`src/rtl/axil_sram_ctrl_pkg.sv`:
```
// Shared types and constants for the AXI4-Lite to single-port SRAM controller.
// Holds the FSM state encoding, AXI response codes and byte-lane geometry.
package axil_sram_ctrl_pkg;

  typedef enum logic [2:0] {
    ST_IDLE     = 3'd0,
    ST_WR_ISSUE = 3'd1,
    ST_WR_RESP  = 3'd2,
    ST_RD_ISSUE = 3'd3,
    ST_RD_WAIT  = 3'd4,
    ST_RD_RESP  = 3'd5
  } state_t;

  localparam logic [1:0] RESP_OKAY   = 2'b00;
  localparam logic [1:0] RESP_SLVERR = 2'b10;

  localparam int DATA_WIDTH       = 32;
  localparam int BYTE_WIDTH       = 8;
  localparam int BYTE_LANES       = DATA_WIDTH / BYTE_WIDTH;
  localparam int BYTE_OFFSET_BITS = 2;

endpackage

```
`src/rtl/axil_sram_ctrl.sv`:
```
// AXI4-Lite slave driving one single-port OpenRAM macro (posedge latch, negedge update).
// One outstanding transaction; write/read contention is resolved by a toggling priority flag.
module axil_sram_ctrl
  import axil_sram_ctrl_pkg::*;
#(
  parameter int AXI_ADDR_WIDTH = 32,
  parameter int MEM_ADDR_WIDTH = 10,
  parameter int MEM_WORDS      = 512,
  parameter int MEM_DATA_WIDTH = 33
) (
  input  logic                      clk,
  input  logic                      rst_n,

  input  logic [AXI_ADDR_WIDTH-1:0] s_axi_awaddr,
  input  logic                      s_axi_awvalid,
  output logic                      s_axi_awready,
  input  logic [31:0]               s_axi_wdata,
  input  logic [3:0]                s_axi_wstrb,
  input  logic                      s_axi_wvalid,
  output logic                      s_axi_wready,
  output logic [1:0]                s_axi_bresp,
  output logic                      s_axi_bvalid,
  input  logic                      s_axi_bready,

  input  logic [AXI_ADDR_WIDTH-1:0] s_axi_araddr,
  input  logic                      s_axi_arvalid,
  output logic                      s_axi_arready,
  output logic [31:0]               s_axi_rdata,
  output logic [1:0]                s_axi_rresp,
  output logic                      s_axi_rvalid,
  input  logic                      s_axi_rready,

  output logic                      mem_csb,
  output logic                      mem_web,
  output logic [3:0]                mem_wmask,
  output logic                      mem_spare_wen,
  output logic [MEM_ADDR_WIDTH-1:0] mem_addr,
  output logic [MEM_DATA_WIDTH-1:0] mem_din,
  input  logic [MEM_DATA_WIDTH-1:0] mem_dout
);

  localparam int IDX_WIDTH  = AXI_ADDR_WIDTH - BYTE_OFFSET_BITS;
  localparam int SPARE_BITS = MEM_DATA_WIDTH - DATA_WIDTH;
  localparam logic [IDX_WIDTH-1:0] WORD_LIMIT = IDX_WIDTH'(MEM_WORDS);

  state_t                state_q, state_d;
  logic                  prio_wr_q;
  logic                  in_range_q;
  logic [1:0]            resp_q;
  logic [DATA_WIDTH-1:0] rdata_q;

  logic                  wr_pending;
  logic                  contention;
  logic                  grant_wr;
  logic                  grant_rd;

  logic [IDX_WIDTH-1:0]  aw_idx;
  logic [IDX_WIDTH-1:0]  ar_idx;
  logic                  aw_in_range;
  logic                  ar_in_range;

  // The byte offset and the macro spare bit carry no information for this block.
  logic                  unused_ok;
  assign unused_ok = ^{s_axi_awaddr[BYTE_OFFSET_BITS-1:0],
                       s_axi_araddr[BYTE_OFFSET_BITS-1:0],
                       mem_dout[MEM_DATA_WIDTH-1:DATA_WIDTH]};

  assign aw_idx      = s_axi_awaddr[AXI_ADDR_WIDTH-1:BYTE_OFFSET_BITS];
  assign ar_idx      = s_axi_araddr[AXI_ADDR_WIDTH-1:BYTE_OFFSET_BITS];
  assign aw_in_range = aw_idx < WORD_LIMIT;
  assign ar_in_range = ar_idx < WORD_LIMIT;

  // NOTE: every signal gets a default before the case so no path leaves it unassigned (no latches).
  always_comb begin
    state_d    = state_q;
    grant_wr   = 1'b0;
    grant_rd   = 1'b0;
    contention = 1'b0;
    wr_pending = s_axi_awvalid && s_axi_wvalid;

    case (state_q)
      ST_IDLE: begin
        contention = wr_pending && s_axi_arvalid;
        grant_wr   = wr_pending && (!s_axi_arvalid || prio_wr_q);
        grant_rd   = s_axi_arvalid && !grant_wr;
        if (grant_wr) begin
          state_d = ST_WR_ISSUE;
        end else if (grant_rd) begin
          state_d = ST_RD_ISSUE;
        end
      end
      ST_WR_ISSUE: state_d = ST_WR_RESP;
      ST_WR_RESP:  if (s_axi_bready) state_d = ST_IDLE;
      ST_RD_ISSUE: state_d = ST_RD_WAIT;
      ST_RD_WAIT:  state_d = ST_RD_RESP;
      ST_RD_RESP:  if (s_axi_rready) state_d = ST_IDLE;
      default:     state_d = ST_IDLE;
    endcase
  end

  assign s_axi_awready = grant_wr;
  assign s_axi_wready  = grant_wr;
  assign s_axi_arready = grant_rd;
  assign s_axi_bvalid  = (state_q == ST_WR_RESP);
  assign s_axi_rvalid  = (state_q == ST_RD_RESP);
  assign s_axi_bresp   = resp_q;
  assign s_axi_rresp   = resp_q;
  assign s_axi_rdata   = rdata_q;
  assign mem_spare_wen = 1'b0;

  // NOTE: sequential state uses non-blocking assignments so all registers update together at the edge.
  always_ff @(posedge clk) begin
    if (!rst_n) begin
      state_q    <= ST_IDLE;
      prio_wr_q  <= 1'b1;
      in_range_q <= 1'b0;
      resp_q     <= RESP_OKAY;
      rdata_q    <= '0;
      mem_csb    <= 1'b1;
      mem_web    <= 1'b1;
      mem_wmask  <= '0;
      mem_addr   <= '0;
      mem_din    <= '0;
    end else begin
      state_q <= state_d;
      if (contention) begin
        prio_wr_q <= !prio_wr_q;
      end

      // Strobes default inactive, so a granted access holds the macro for exactly one cycle.
      mem_csb <= 1'b1;
      mem_web <= 1'b1;

      if (grant_wr) begin
        mem_csb    <= !aw_in_range;
        mem_web    <= !aw_in_range;
        mem_wmask  <= s_axi_wstrb;
        mem_addr   <= aw_idx[MEM_ADDR_WIDTH-1:0];
        mem_din    <= {{SPARE_BITS{1'b0}}, s_axi_wdata};
        in_range_q <= aw_in_range;
        resp_q     <= aw_in_range ? RESP_OKAY : RESP_SLVERR;
      end

      if (grant_rd) begin
        mem_csb    <= !ar_in_range;
        mem_addr   <= ar_idx[MEM_ADDR_WIDTH-1:0];
        in_range_q <= ar_in_range;
        resp_q     <= ar_in_range ? RESP_OKAY : RESP_SLVERR;
      end

      // The macro drives dout on the negedge inside RD_WAIT; capture it at the closing edge.
      if (state_q == ST_RD_WAIT) begin
        rdata_q <= in_range_q ? mem_dout[DATA_WIDTH-1:0] : '0;
      end
    end
  end

endmodule

```
`config.mk`:
```
export PLATFORM = sky130hd
export DESIGN_NAME = axil_sram_ctrl
export DESIGN_NICKNAME = d
export VERILOG_FILES = /design/src/rtl/axil_sram_ctrl_pkg.sv /design/src/rtl/axil_sram_ctrl.sv
export SDC_FILE = /design/constraint.sdc
export NUM_CORES = 1
export LEC_CHECK = 0
export ABC_AREA = 1
export ABC_CLOCK_PERIOD_IN_PS = 3400
export CAP_MARGIN = 40
export CORE_UTILIZATION = 38
export DETAILED_ROUTE_END_ITERATION = 7
export PLACE_DENSITY = 0.95
export SLEW_MARGIN = 20
export SYNTH_ARGS = -nofsm -noshare
export SYNTH_HDL_FRONTEND = slang
export SYNTH_SLANG_ARGS = --single-unit
```
`constraint.sdc`:
```
create_clock -name clk -period 3.4 [get_ports clk]
set_input_delay 0.68 -clock clk [delete_from_list [all_inputs] [get_ports clk]]
set_output_delay 0.68 -clock clk [all_outputs]
set_load 0.02 [all_outputs]
```
Word level (Yosys, flattened, before mapping)
Index checks and enable logic that the tools add are counted.
- bits in registers: 87
- input bits: 140
- output and inout bits: 91
- multiplexer cells: 19
- $lt $le $gt $ge: 2
- eq/ne operators: 8
- reduce and logical (&&, ||, !) cells: 13
- operators by type and width (operator ; number):
    less-than comparator 30 x 10 -> 1 bit, second input constant ; 2
    2-to-1 mux 32 bit ; 1
    2-to-1 mux 10 bit ; 2
    case mux 3 bit (6 select lines) ; 1
    2-to-1 mux 3 bit ; 4
    2-to-1 mux 2 bit ; 4
    2-to-1 mux 1 bit ; 7
    == test 3 x 2 -> 1 bit, second input constant ; 2
    == test 3 bit, second input constant ; 2
    zero test 1 bit ; 5
    logical AND 1 bit ; 4
    inequality test 2 x 1 -> 1 bit, second input constant ; 2
    == test 3 x 1 -> 1 bit, second input constant ; 1
    zero test 3 bit ; 1
    inequality test 3 bit, second input constant ; 1
    AND reduction 3 bit ; 1
    nonzero test 2 bit ; 1
    logical OR 1 bit ; 1

Logic depth before layout (Yosys ltp)
- word-level depth: 8
- gate-level depth with buffers: 10
- depth with buffers taken out: 9

Least setup slack after synthesis
Ideal clock, no wire load.
- kind: input to output
- start: input port s_axi_awvalid
- end: output port s_axi_wready
- stages: 7
- arrival time: 1.517 ns
- required time: 2.720 ns
- setup slack: 1.203 ns
- cell sequence: nand2_1 a21oi_2 nand2_4 inv_2 buf_6 buf_6 buf_4
- longest elaborated chain between the ends: 3
- RTL lines (element ; line ; RTL):
    start: declaration ; axil_sram_ctrl.sv:15 ; input logic s_axi_awvalid,
    logical AND 1 bit ; axil_sram_ctrl.sv:79 ; wr_pending = s_axi_awvalid && s_axi_wvalid;
    logical AND 1 bit ; axil_sram_ctrl.sv:84 ; grant_wr = wr_pending && (!s_axi_arvalid || prio_wr_q);
    2-to-1 mux 1 bit ; axil_sram_ctrl.sv:81 ; case (state_q)
    end: declaration ; axil_sram_ctrl.sv:20 ; output logic s_axi_wready,
No other way between the ends.

Worst setup path in the final report
Ends and elaborated chain as after synthesis.

==> flow_summary.json <==
{
  "cpMostUsedCell": "clkdlybuf4s50_1",
  "gr-usage-all-layers_pct": 22.2,
  "yosysWarnings": 0,
  "relSlewSlack_pct": 50.5,
  "met2_usage_pct": 41.9,
  "crit_path_end_kind": "output pin",
  "clock_sinks": 86,
  "startpoint": "s_axi_awvalid",
  "pwr-share-comb_pct": 30.8,
  "whs_path_depth": 2,
  "seq_area_frac_synth_pct": 50.0,
  "hold_path_class": "reg -> reg",
  "vias": 3828,
  "min_from": "prio_wr_q",
  "drtAntennaViolNets": 0,
  "p_seq_share_pct": 43.6,
  "gp_congestion": 0.813,
  "htreeDepth": 3,
  "status": "completed",
  "finalClockSkew_ns": 0.0126,
  "crit_path_max_fanout": 3,
  "area_growth_pct": 69.9,
  "hold_buffers": 0,
  "final_max_slew_viol_count": 0,
  "cts_root_buf": "clkbuf_8",
  "slowest_delay_ns": 0.60,
  "cp_num_cells": 6,
  "fin_crit_ns": 2.91,
  "rsz0062_at_grt": "false",
  "place.port_buffers": 221,
  "num_io_pins": 231,
  "final_area_um2": 5850,
  "worstPathCellList": "clkdlybuf4s50_1, nand2_1, a21oi_2, nand2_4, inv_2, clkdlybuf4s50_1",
  "maxCapViolCount": 0,
  "ys_types": 26,
  "fin_cells": 796,
  "rows": 34,
  "grtUsageMet3_pct": 4.53,
  "dpl_cell_area_um2": 5660,
  "fin_crit_sh_pct": 85.6,
  "worst_r2r_startpoint": "state_q[0]",
  "setup_viol": 0,
  "die_area_um2": 9440,
  "placedCellCount": 779,
  "power.switching_mw": 0.852,
  "grt_pass1_wl_um": 17100,
  "vdd_drop_max_mv": 0.194,
  "layout-drive-gt1-share_pct": 5.53,
  "first_pass_iters": 4,
  "max_freq_ghz": 0.344,
  "overflow": 0,
  "hpwl_um": 8060,
  "avgViaCountPerCell": 4.81,
  "post_drt_wl_per_cell_um": 13.3,
  "cts_tree": "done",
  "layout.nets": 822,
  "worst_pin_slew_ns": 0.740,
  "drt_drc_violations_left": 0,
  "cts_buffers": 9,
  "reg2regPathDepth": 7,
  "syn-instance-count": 473,
  "die_w_um": 97.2,
  "ys_ff_latch": 86,
  "insertion_delay_ns": 0.35,
  "switching_share_pct": 32.0,
  "core-area_um2": 8760,
  "p_leak_nw": 2.35,
  "final_hold_viol_count": 0,
  "critical_path_required_ns": 2.72,
  "grtUsageMet1_pct": 22.8,
  "initial_core_util_pct": 39.3,
  "die_y_um": 97.2,
  "clkTransAtPathRegs_ns": 0.08,
  "finalWirelength_um": 10600,
  "cts_resized": 0,
  "critical_path.top_delay_family": "buffers and inverters",
  "p_int_mw": 1.81,
  "tns_ns": 0,
  "crit_buf_inv": 3,
  "criticalPathCategory": "in -> out",
  "clkPwrFrac_pct": 25.7,
  "post-cts-setup-buffers": 0,
  "synth_area_um2": 3440,
  "crit_slowest_cell": "clkdlybuf4s50_1",
  "antenna_found_initial": 1,
  "powerDensity_nw_per_um2": 456,
  "grt_max_degree": 54,
  "grt-busiest-layer": "met2",
  "cp.arrival_ns": 2.23,
  "grt_pass1_vias": 3743,
  "syn_area_per_cell_um2": 7.28,
  "drtIter0Drc": 68,
  "cts_max_path_buffers": 2,
  "critPathLaunchType": "input pin"
}
-- stage by stage --
step | power (mW) | hold WS [ns] | utilization [%] | setup slack, ns
2_1_floorplan | 1.60 | 0.454 | - | 1.20
3_3_place_gp | 1.98 | 0.461 | 64.4 | 0.483
3_5_place_dp | 2.01 | 0.471 | 64.5 | 0.473
4_1_cts | 2.69 | 0.482 | 66.7 | 0.471
5_1_grt | 2.81 | 0.505 | 66.7 | 0.404
6_report | 2.66 | 0.481 | 66.7 | 0.489
-- per-layer routing --
| layer | vias up | routed length, um |
|---|---|---|
| met4 | 0 | 432 |
| met5 | - | 0 |
| met1 | 1737 | 3900 |
| li1 | 1903 | - |
| met3 | 33 | 581 |
| met2 | 155 | 5700 |
-- layout by cell type (no fill, tap or decap) --
cell	instances
nor3_1	3
nand2_2	1
a21oi_2	1
nand3_2	1
clkinvlp_4	1
inv_1	21
and2_1	1
inv_2	4
nand3_1	27
diode_2	1
clkdlybuf4s50_1	220
nand2_1	49
buf_2	1
nor2_1	162
clkbuf_8	10
conb_1	4
a31oi_1	1
nor2_2	2
nand2_4	1
nand4_1	3
buf_8	1
nor2_4	3
a21oi_1	33
or2_2	1
buf_4	6
clkinv_4	2
o21ai_1	11
inv_6	3
dfxtp_1	86
o21ai_0	28
-- cell families after synthesis --
| logic type | after synthesis | share of synthesized area, % |
|---|---|---|
| AND/OR/NAND/NOR | 254 | 30.4 |
| AO/OA/AOI/OAI | 74 | 10.9 |
| flip-flops | 86 | 50.0 |
| buffers and inverters | 58 | 8.54 |
| other | 1 | 0.109 |
-- Yosys cell counts (all sizes together) --
cell    number  share of area [%]
or2          1               0.18
o21ai       39                5.7
inv         25                2.7
nor2       167                 19
nand4        3               0.55
conb         1               0.11
a31oi        1               0.18
nand3       28                4.2
clkbuf       7               0.76
and2         1               0.18
nand2       51                5.9
dfxtp       86                 50
buf         26                5.1
nor3         3               0.44
a21oi       34                5.1
-- power by group through the flow --
stage	sequential [mW]	combinational [mW]	clock, mW
5_1_grt	1.17	0.888	0.751
3_5_place_dp	1.19	0.823	0
2_1_floorplan	1.29	0.311	0
6_report	1.16	0.819	0.684
3_3_place_gp	1.18	0.799	0
4_1_cts	1.16	0.826	0.703
-- registers in the layout, summed over array words and instances (netlist names) --
signal       count
s_axi_rdata     32
mem_addr        10
prio_wr_q        1
state_q          3
mem_din         32
mem_csb          1
s_axi_bresp      1
in_range_q       1
mem_web          1
mem_wmask        4
-- worst min-delay path: cells and delay by family (launching register included) --
kind,cells,cell delay (ns)
flops,1,0.31
simple gates,1,0.06
compound gates,1,0.06
-- area by class of cell --
type                            instances  area (um^2)
Clock inverter                          6         51.3
Sequential cell                        86         1720
Timing Repair Buffer                  228         2270
Clock buffer                           10          138
Antenna cell                            1         2.50
Fill cell                             724         2920
Tap cell                              108          135
Multi-Input combinational cell        332         1440
Inverter                               25         93.8
-- final timing paths --
path | to | slack (ns)
worst max-delay path | s_axi_wready | 0.49
worst min-delay path | prio_wr_q | 0.48
worst max register to register | s_axi_rdata[9] | 1.60
worst min register to register | prio_wr_q | 0.48
Power figures use the tool's default switching activity.
